**config.mk**
```make
export PLATFORM = sky130hd
export DESIGN_NAME = key_debounce_bank
export DESIGN_NICKNAME = d
export VERILOG_FILES = /design/src/rtl/key_debounce_bank.sv
export SDC_FILE = /design/constraint.sdc
export NUM_CORES = 1
export LEC_CHECK = 0
export BUFFER_PORTS_ARGS = -buffer_cell sky130_fd_sc_hd__buf_2
export CELL_PAD_IN_SITES_DETAIL_PLACEMENT = 1
export CELL_PAD_IN_SITES_GLOBAL_PLACEMENT = 2
export CORE_UTILIZATION = 35
export DETAILED_ROUTE_END_ITERATION = 16
export GPL_TIMING_DRIVEN = 0
export HOLD_SLACK_MARGIN = 0.05
export PLACE_DENSITY = 0.75
export SLEW_MARGIN = 25
export SYNTH_ARGS = -nofsm -noshare
export SYNTH_HDL_FRONTEND = slang
export SYNTH_SLANG_ARGS = --single-unit
```
**constraint.sdc**
```tcl
create_clock -name i_clk -period 7.7 [get_ports i_clk]
set_clock_uncertainty 0.05 [all_clocks]
set_input_delay 1.155 -clock i_clk [delete_from_list [all_inputs] [get_ports i_clk]]
set_output_delay 1.155 -clock i_clk [all_outputs]
set_load 0.01 [all_outputs]
```
**src/rtl/key_debounce_bank.sv**
```systemverilog
// Multi-channel push-button conditioner: two-flop synchroniser, debounced level,
// press/release pulses, long-press pulse and optional auto-repeat per channel.
module key_debounce_bank #(
  parameter int N_KEYS          = 4,
  parameter bit ACTIVE_LOW      = 1'b1,
  parameter int DEBOUNCE_CYCLES = 250000,
  parameter int LONG_CYCLES     = 25000000,
  parameter int REPEAT_CYCLES   = 5000000
) (
  input  logic              i_clk,
  input  logic              i_rst_n,
  input  logic [N_KEYS-1:0] i_keys,
  input  logic [N_KEYS-1:0] i_repeat_en,
  output logic [N_KEYS-1:0] o_level,
  output logic [N_KEYS-1:0] o_press,
  output logic [N_KEYS-1:0] o_release,
  output logic [N_KEYS-1:0] o_long,
  output logic [N_KEYS-1:0] o_repeat,
  output logic              o_any_press
);

  // state   | meaning
  // IDLE    | debounced level is released
  // PRESSED | pressed, counting towards the long-press pulse
  // HELD    | long press reached, auto-repeat period running while enabled
  typedef enum logic [1:0] {
    ST_IDLE    = 2'd0,
    ST_PRESSED = 2'd1,
    ST_HELD    = 2'd2
  } state_e;

  localparam int DB_W     = $clog2(DEBOUNCE_CYCLES + 1);
  localparam int HOLD_MAX = (LONG_CYCLES > REPEAT_CYCLES) ? LONG_CYCLES : REPEAT_CYCLES;
  localparam int HOLD_W   = $clog2(HOLD_MAX + 1);

  localparam logic [DB_W-1:0]   DB_TC   = DB_W'(DEBOUNCE_CYCLES - 1);
  localparam logic [HOLD_W-1:0] LONG_TC = HOLD_W'(LONG_CYCLES - 1);
  localparam logic [HOLD_W-1:0] REP_TC  = HOLD_W'(REPEAT_CYCLES - 1);

  localparam logic [N_KEYS-1:0] RELEASED_RAW = {N_KEYS{ACTIVE_LOW}};

  logic [N_KEYS-1:0] sync1_q;
  logic [N_KEYS-1:0] sync2_q;
  logic [N_KEYS-1:0] pressed_w;
  logic [N_KEYS-1:0] rise_w;
  logic              any_press_q;

  always_ff @(posedge i_clk or negedge i_rst_n) begin
    if (!i_rst_n) begin
      sync1_q <= RELEASED_RAW;
      sync2_q <= RELEASED_RAW;
    end else begin
      sync1_q <= i_keys;
      sync2_q <= sync1_q;
    end
  end

  assign pressed_w = sync2_q ^ RELEASED_RAW;

  for (genvar g = 0; g < N_KEYS; g++) begin : g_ch
    logic [DB_W-1:0]   db_cnt_q;
    logic [HOLD_W-1:0] hold_q;
    logic              level_q;
    logic              press_q;
    logic              release_q;
    logic              long_q;
    logic              repeat_q;
    state_e            state_q;
    logic              differ_w;
    logic              accept_w;

    assign differ_w  = pressed_w[g] != level_q;
    assign accept_w  = differ_w && (db_cnt_q == DB_TC);
    assign rise_w[g] = accept_w && !level_q;

    always_ff @(posedge i_clk or negedge i_rst_n) begin
      if (!i_rst_n) begin
        db_cnt_q  <= '0;
        hold_q    <= '0;
        level_q   <= 1'b0;
        press_q   <= 1'b0;
        release_q <= 1'b0;
        long_q    <= 1'b0;
        repeat_q  <= 1'b0;
        state_q   <= ST_IDLE;
      end else begin
        press_q   <= 1'b0;
        release_q <= 1'b0;
        long_q    <= 1'b0;
        repeat_q  <= 1'b0;

        // Any sample agreeing with the current level restarts the debounce window.
        if (!differ_w || accept_w) begin
          db_cnt_q <= '0;
        end else begin
          db_cnt_q <= db_cnt_q + 1'b1;
        end

        if (accept_w) begin
          level_q <= !level_q;
        end

        // Release acceptance wins over any long/repeat terminal count on the same edge.
        if (accept_w && level_q) begin
          release_q <= 1'b1;
          hold_q    <= '0;
          state_q   <= ST_IDLE;
        end else begin
          case (state_q)
            ST_IDLE: begin
              if (accept_w) begin
                press_q <= 1'b1;
                hold_q  <= '0;
                state_q <= ST_PRESSED;
              end
            end
            ST_PRESSED: begin
              if (hold_q == LONG_TC) begin
                long_q  <= 1'b1;
                hold_q  <= '0;
                state_q <= ST_HELD;
              end else begin
                hold_q <= hold_q + 1'b1;
              end
            end
            ST_HELD: begin
              if (!i_repeat_en[g]) begin
                hold_q <= '0;
              end else if (hold_q == REP_TC) begin
                repeat_q <= 1'b1;
                hold_q   <= '0;
              end else begin
                hold_q <= hold_q + 1'b1;
              end
            end
            default: begin
              hold_q  <= '0;
              state_q <= ST_IDLE;
            end
          endcase
        end
      end
    end

    assign o_level[g]   = level_q;
    assign o_press[g]   = press_q;
    assign o_release[g] = release_q;
    assign o_long[g]    = long_q;
    assign o_repeat[g]  = repeat_q;
  end

  always_ff @(posedge i_clk or negedge i_rst_n) begin
    if (!i_rst_n) begin
      any_press_q <= 1'b0;
    end else begin
      any_press_q <= |rise_w;
    end
  end

  assign o_any_press = any_press_q;

endmodule

```
=== Word-level counts from Yosys, hierarchy flattened ===
Index checks and enable logic that the tools add are counted.

* ROM bits: 0
* Logic and storage cells: 201
* Memories kept: 0
* Output and inout bits: 21
* RAM bits: 0
* Bits in latches: 0
* Input port bits: 10
* Register bits after elaboration: 209

* Equal/unequal tests: 36
* Bitwise logic cells: 1
* Reductions and logical operators: 33
* Shift operators: 0
* Div/mod/pow operators: 0
* Mux-type cells: 88
* Multiply operators: 0
* $lt $le $gt $ge: 0
* Add/subtract/negate cells: 8

{| class="wikitable"
|+ Operator list
! operator !! count
|-
| 25-bit 2-to-1 mux || 20
|-
| 25-bit case mux with 3 select lines || 4
|-
| 25-bit by 1-bit adder with 25-bit output, second input constant || 4
|-
| 25-bit by 23-bit equality test with 1-bit output, second input constant || 4
|-
| 25-bit equality test, second input constant || 4
|-
| 18-bit by 1-bit adder with 18-bit output, second input constant || 4
|-
| 18-bit equality test, second input constant || 4
|-
| 18-bit 2-to-1 mux || 4
|-
| 1-bit 2-to-1 mux || 44
|-
| 2-bit 2-to-1 mux || 12
|-
| 3-bit != test, second input constant || 8
|-
| 2-bit case mux with 3 select lines || 4
|-
| 1-bit logical AND || 12
|-
| 3-bit AND reduction || 4
|-
| 2-bit by 1-bit equality test with 1-bit output, second input constant || 4
|-
| 2-bit equality test, second input constant || 4
|-
| 1-bit zero test || 8
|-
| 2-bit zero test || 4
|-
| 2-bit != test, second input constant || 4
|-
| 1-bit logical OR || 4
|-
| 1-bit != test || 4
|-
| 4-bit NOT || 1
|-
| 4-bit OR reduction || 1
|}

=== Depth between registers and ports, before layout ===
* Word-level depth: 6
* Depth in mapped cells: 9
* Depth with buffers taken out: 7

=== Worst setup path before layout ===
Ideal clock, no wire load.

* Path type: register to register
* Start: reg g_ch[2].db_cnt_q[9]
* End: reg g_ch[2].hold_q[10]
* Setup time: 0.119 ns
* Period minus slack after synthesis: 2.401 ns
* Data required time: 7.531 ns
* Path slack: 5.299 ns
* Arrival: 2.232 ns
* Path buffers: 2
* Cell stages (with the launch flop): 9
* Cells stage by stage: dfrtp_1 > or4b_1 > or3_4 > or2_4 > o221ai_4 > and2_1 > buf_4 > buf_6 > nor2_1

* Longest elaborated chain between the ends: 4
* Elaborated cells between the ends (all ways): 5
* Classes of those cells: eq/ne: 2; mux: 1; reduce/logical: 2

{| class="wikitable"
|+ Ends and longest elaborated chain
! item !! RTL line !! text
|-
| start, declared || 61 || <nowiki>logic [DB_W-1:0] db_cnt_q;</nowiki>
|-
| start signal, assigned || 96 || <nowiki>db_cnt_q <= db_cnt_q + 1'b1;</nowiki>
|-
| 18-bit equality test * || 73 || <nowiki>assign accept_w = differ_w && (db_cnt_q == DB_TC);</nowiki>
|-
| 1-bit logical AND * || 73 ||
|-
| 1-bit logical AND || 104 || <nowiki>if (accept_w && level_q) begin</nowiki>
|-
| 3-bit != test (no line) or 25-bit 2-to-1 mux (tied branches) || n/a ||
|-
| end signal, assigned || 123 || <nowiki>hold_q <= hold_q + 1'b1;</nowiki>
|-
| end signal, assigned || 133 || <nowiki>hold_q <= hold_q + 1'b1;</nowiki>
|-
| end, declared || 62 || <nowiki>logic [HOLD_W-1:0] hold_q;</nowiki>
|}

Every way passes the cells marked *; elsewhere a longest branch is shown, timed or not.
A chain may end at the register's enable or synchronous reset.

=== Worst setup path in the final report ===
* Start: reg g_ch[0].hold_q[10]
* End: reg g_ch[0].hold_q[3]

* Longest elaborated chain between the ends: 5
* Elaborated cells between the ends (all ways): 7
* Classes of those cells: eq/ne: 2; mux: 5

{| class="wikitable"
|+ Ends and longest elaborated chain
! item !! RTL line !! text
|-
| start, declared || 62 ||
|-
| start signal, assigned || 123 ||
|-
| start signal, assigned || 133 ||
|-
| 25-bit by 23-bit equality test with 1-bit output || 129 || <nowiki>end else if (hold_q == REP_TC) begin</nowiki>
|-
| 25-bit 2-to-1 mux || 129 ||
|-
| 25-bit 2-to-1 mux || 127 || <nowiki>if (!i_repeat_en[g]) begin</nowiki>
|-
| 25-bit case mux with 3 select lines * || 109 || <nowiki>case (state_q)</nowiki>
|-
| 25-bit 2-to-1 mux * || 104 ||
|}

Marks and branches as above.

==> key figures <==
Routing
  – Number of DRC markers in iteration 0: roughly 320
  – Via Count: between 8000 and 9000
  – Drt wl/cell: ~16 um
  – Final wirelength: around 27000 um
  – Antenna viol nets, final: 0
  – Vias/cell: about 5.3
  – First-pass DRT Iterations: 10
  – DRC: 2

Die
  – Die W: ~180 um
  – Core area: between 30000 and 40000 sq um
  – Initial core utilization: between 30 and 40%
  – I/O pins: 31
  – Vert. Die Dim: roughly 180 um
  – Die area: approximately 32000 sq um
  – Placement Rows: 64

Synthesis
  – Synth Cell Area: approximately 11000 sq um
  – YS warnings: 0
  – #FFs+latches synth: 209
  – EDFF count, synth: 0
  – Sequential cell area fraction in the yosys report: 47.6%
  – Most common cell in the netlist: dfrtp_1
  – Mapped Cells: about 1200
  – Netlist cell types: between 60 and 70
  – Top cells by area, synth: dfrtp_1 46%, nand3_1 5.6%, nor2_1 4.9%
  – Cell taking the most area after synthesis: dfrtp_1
  – Main synth FF type: dfrtp_1
  – Syn_area_per_cell: 9.36 sq um
  – Net Count, Synth: ~1200
  – Yosys top cell area share: 45.7%
  – Fraction of registers with async set or reset after synthesis: 100%
  – Synth top cells by count: 201 x dfrtp_1, 145 x nor2_1, 131 x nand2_1, 123 x nand3_1, 59 x xor2_1

Status
  – Status: complete, but fails checks
  – Failing checks: design-rule violations

Clock network
  – Hold buffer count at CTS: 0
  – H-tree Lvls: 1
  – Clock Path Buffers: 3
  – Clk slew on worst S/H paths: approximately 60 ps
  – Root Buffer: clkbuf_16
  – Post-CTS setup buffers: 0
  – Number of CTS-inserted buffers: 27
  – CTS resizes: 0
  – CTS tree: done
  – Clk_lat worst skew: 520 ps
  – Clock sinks: approximately 210

Global routing
  – Pin count of the biggest net entering global routing: a little under 90
  – First-pass GRT wire length: 47200 um
  – GRT overflow: 0
  – Initial antenna violation count: 0
  – Global Route Usage Sum: between 10% and 20%
  – Vias in the first global route: 9317

Timing
  – Final setup viols: 0
  – Highest clock rate: roughly 330 MHz
  – Setup_tns: 0 ps
  – Worst-Margin Slew: 719 ps
  – Slack of the critical path: about 4700 ps
  – Slew Viols, Final: 0
  – Final hold violations: 0
  – RSZ-0062 raised after global routing: false
  – Tmin final: between 3000 and 4000 ps
  – Slew margin rel.: between 50% and 60%
  – Fin crit share: a little under 40%

Finish
  – Post-layout util: between 40% and 50%
  – Ant diodes: 0
  – Area Overhead vs Synth: 14.6%
  – Ratio of cells with drive above 1 in the final layout: between 10% and 20%
  – Nets: 1270

Power
  – Static leakage: around 5.3 nW
  – VDD IR max: ~0.14 mV
  – Cell Pwr Density: about 190 nW/um^2

Run
  – # Max-Cap Violations: 0

Worst hold path
  – Worst min-delay path category: reg2reg

Critical path
  – Worst-path fanout max: 10
  – Arrival time at the worst endpoint: 3320 ps
  – Worst endpoint required time: 8010 ps
  – Worst Path Class, Setup: reg2reg
  – Crit path capture type: flop
  – CP startpoint kind: flop

Placed design
  – Post-Place Setup Slack: 4700 ps
  – DP HPWL: approximately 19000 um
  – Placer Congestion: 0.758
  – Port bufs: 30
==> cell families (layout without fill, tap and decap cells) <==
group	Yosys count	count (layout)	share of synthesized area, %
flip-flops	209	209	47.6
AND/OR/NAND/NOR	637	637	29.9
adder cells (fa/ha/maj)	24	24	2.73
AO/OA/AOI/OAI	118	118	8.06
buffers and inverters	90	171	3.92
XOR/XNOR	92	92	7.32
multiplexers	5	5	0.466
==> worst paths after layout <==
| path | depth (start not counted) | to | startpoint | slack (ps) |
|---|---|---|---|---|
| max | 6 | g_ch[0].hold_q[3] | g_ch[0].hold_q[10] | 4690 |
| min | 0 | sync2_q[1] | sync1_q[1] | 310 |
| min reg2reg | 0 | sync2_q[1] | sync1_q[1] | 310 |
| max in group asynchronous | 2 | g_ch[3].hold_q[17] | i_rst_n | 6200 |
| max reg2reg | 6 | g_ch[0].hold_q[3] | g_ch[0].hold_q[10] | 4690 |
| min in group asynchronous | 1 | g_ch[2].hold_q[2] | i_rst_n | 530 |
==> metrics by stage <==
| step | total power, mW | hold slack [ps] | std cells | cell area, sq um |
|---|---|---|---|---|
| finish | 2.43 | 306 | 1652 | 12600 |
| detailed placement | 1.18 | 297 | 1603 | 11700 |
| global placement | 1.18 | 297 | 1601 | 11600 |
| floorplan | 1.15 | 295 | 1175 | 11000 |
| global route | 2.53 | 315 | 1652 | 12600 |
| CTS | 2.48 | 306 | 1652 | 12600 |
==> metal layers <==
| metal | routed length [um] | vias up | global-route usage (%) |
|---|---|---|---|
| li1 | - | 4308 | - |
| met1 | 13200 | 4371 | 24.3 |
| met2 | 12500 | 84 | 29.7 |
| met3 | 757 | 35 | 2.16 |
| met4 | 486 | 0 | 4.59 |
| met5 | 0 | - | 0 |
==> worst max-delay path, stage by stage (launching register included) <==
cell and delay [ps]:
dfrtp_1 420, or4_1 530, nor4_1 620, a41o_1 320, a211o_1 400, clkbuf_2 330, o311ai_0 170
==> flip-flops by register name (all words and copies together) (netlist names) <==
name	count
g_ch.hold_q	100
g_ch.long_q	4
g_ch.level_q	4
sync2_q	4
g_ch.repeat_q	4
sync1_q	4
g_ch.state_q	8
g_ch.db_cnt_q	72
g_ch.release_q	4
o_any_press	1
g_ch.press_q	4
==> report_power, final <==
part | internal (mW) | switching, mW
clock network | 0.791 | 0.480
registers | 1.11 | 0.00623
logic | 0.0119 | 0.0352
total | 1.91 | 0.522
==> final cells by class <==
type | instances | area (sq um)
plain buffers | 61 | 323
clock buffers | 39 | 771
clock inverters | 10 | 129
fillers | 3586 | 18100
inverters | 29 | 109
multi-input cells | 876 | 5330
flip-flops and latches | 209 | 5240
well taps | 396 | 495
repair buffers | 32 | 215
==> cell usage in the layout (no fill, tap or decap), types with 8 or more instances in the layout <==
| cell type | netlist | final |
|---|---|---|
| and4_1 | 18 | 18 |
| and3_1 | 21 | 21 |
| clkbuf_1 | 33 | 40 |
| nor3b_1 | 8 | 8 |
| dfrtp_1 | 201 | 201 |
| nor2b_1 | 8 | 8 |
| buf_4 | 21 | 21 |
| a21oi_1 | 13 | 13 |
| dfstp_2 | 8 | 8 |
| buf_2 | 5 | 34 |
| clkbuf_16 | 0 | 27 |
| nor4b_1 | 9 | 9 |
| nand4_1 | 42 | 42 |
| or3_1 | 26 | 26 |
| or2_2 | 10 | 10 |
| o21ai_0 | 31 | 31 |
| nand3_1 | 123 | 123 |
| or4_1 | 9 | 9 |
| nor3_1 | 21 | 21 |
| xor2_1 | 59 | 59 |
| inv_1 | 29 | 29 |
| ha_1 | 24 | 24 |
| and2_1 | 12 | 12 |
| nor2_1 | 145 | 145 |
| xnor2_1 | 33 | 33 |
| nor4_1 | 21 | 21 |
| nand2_1 | 131 | 131 |
| o311ai_0 | 28 | 28 |
Note: power is estimated with default switching activity, not from simulation.
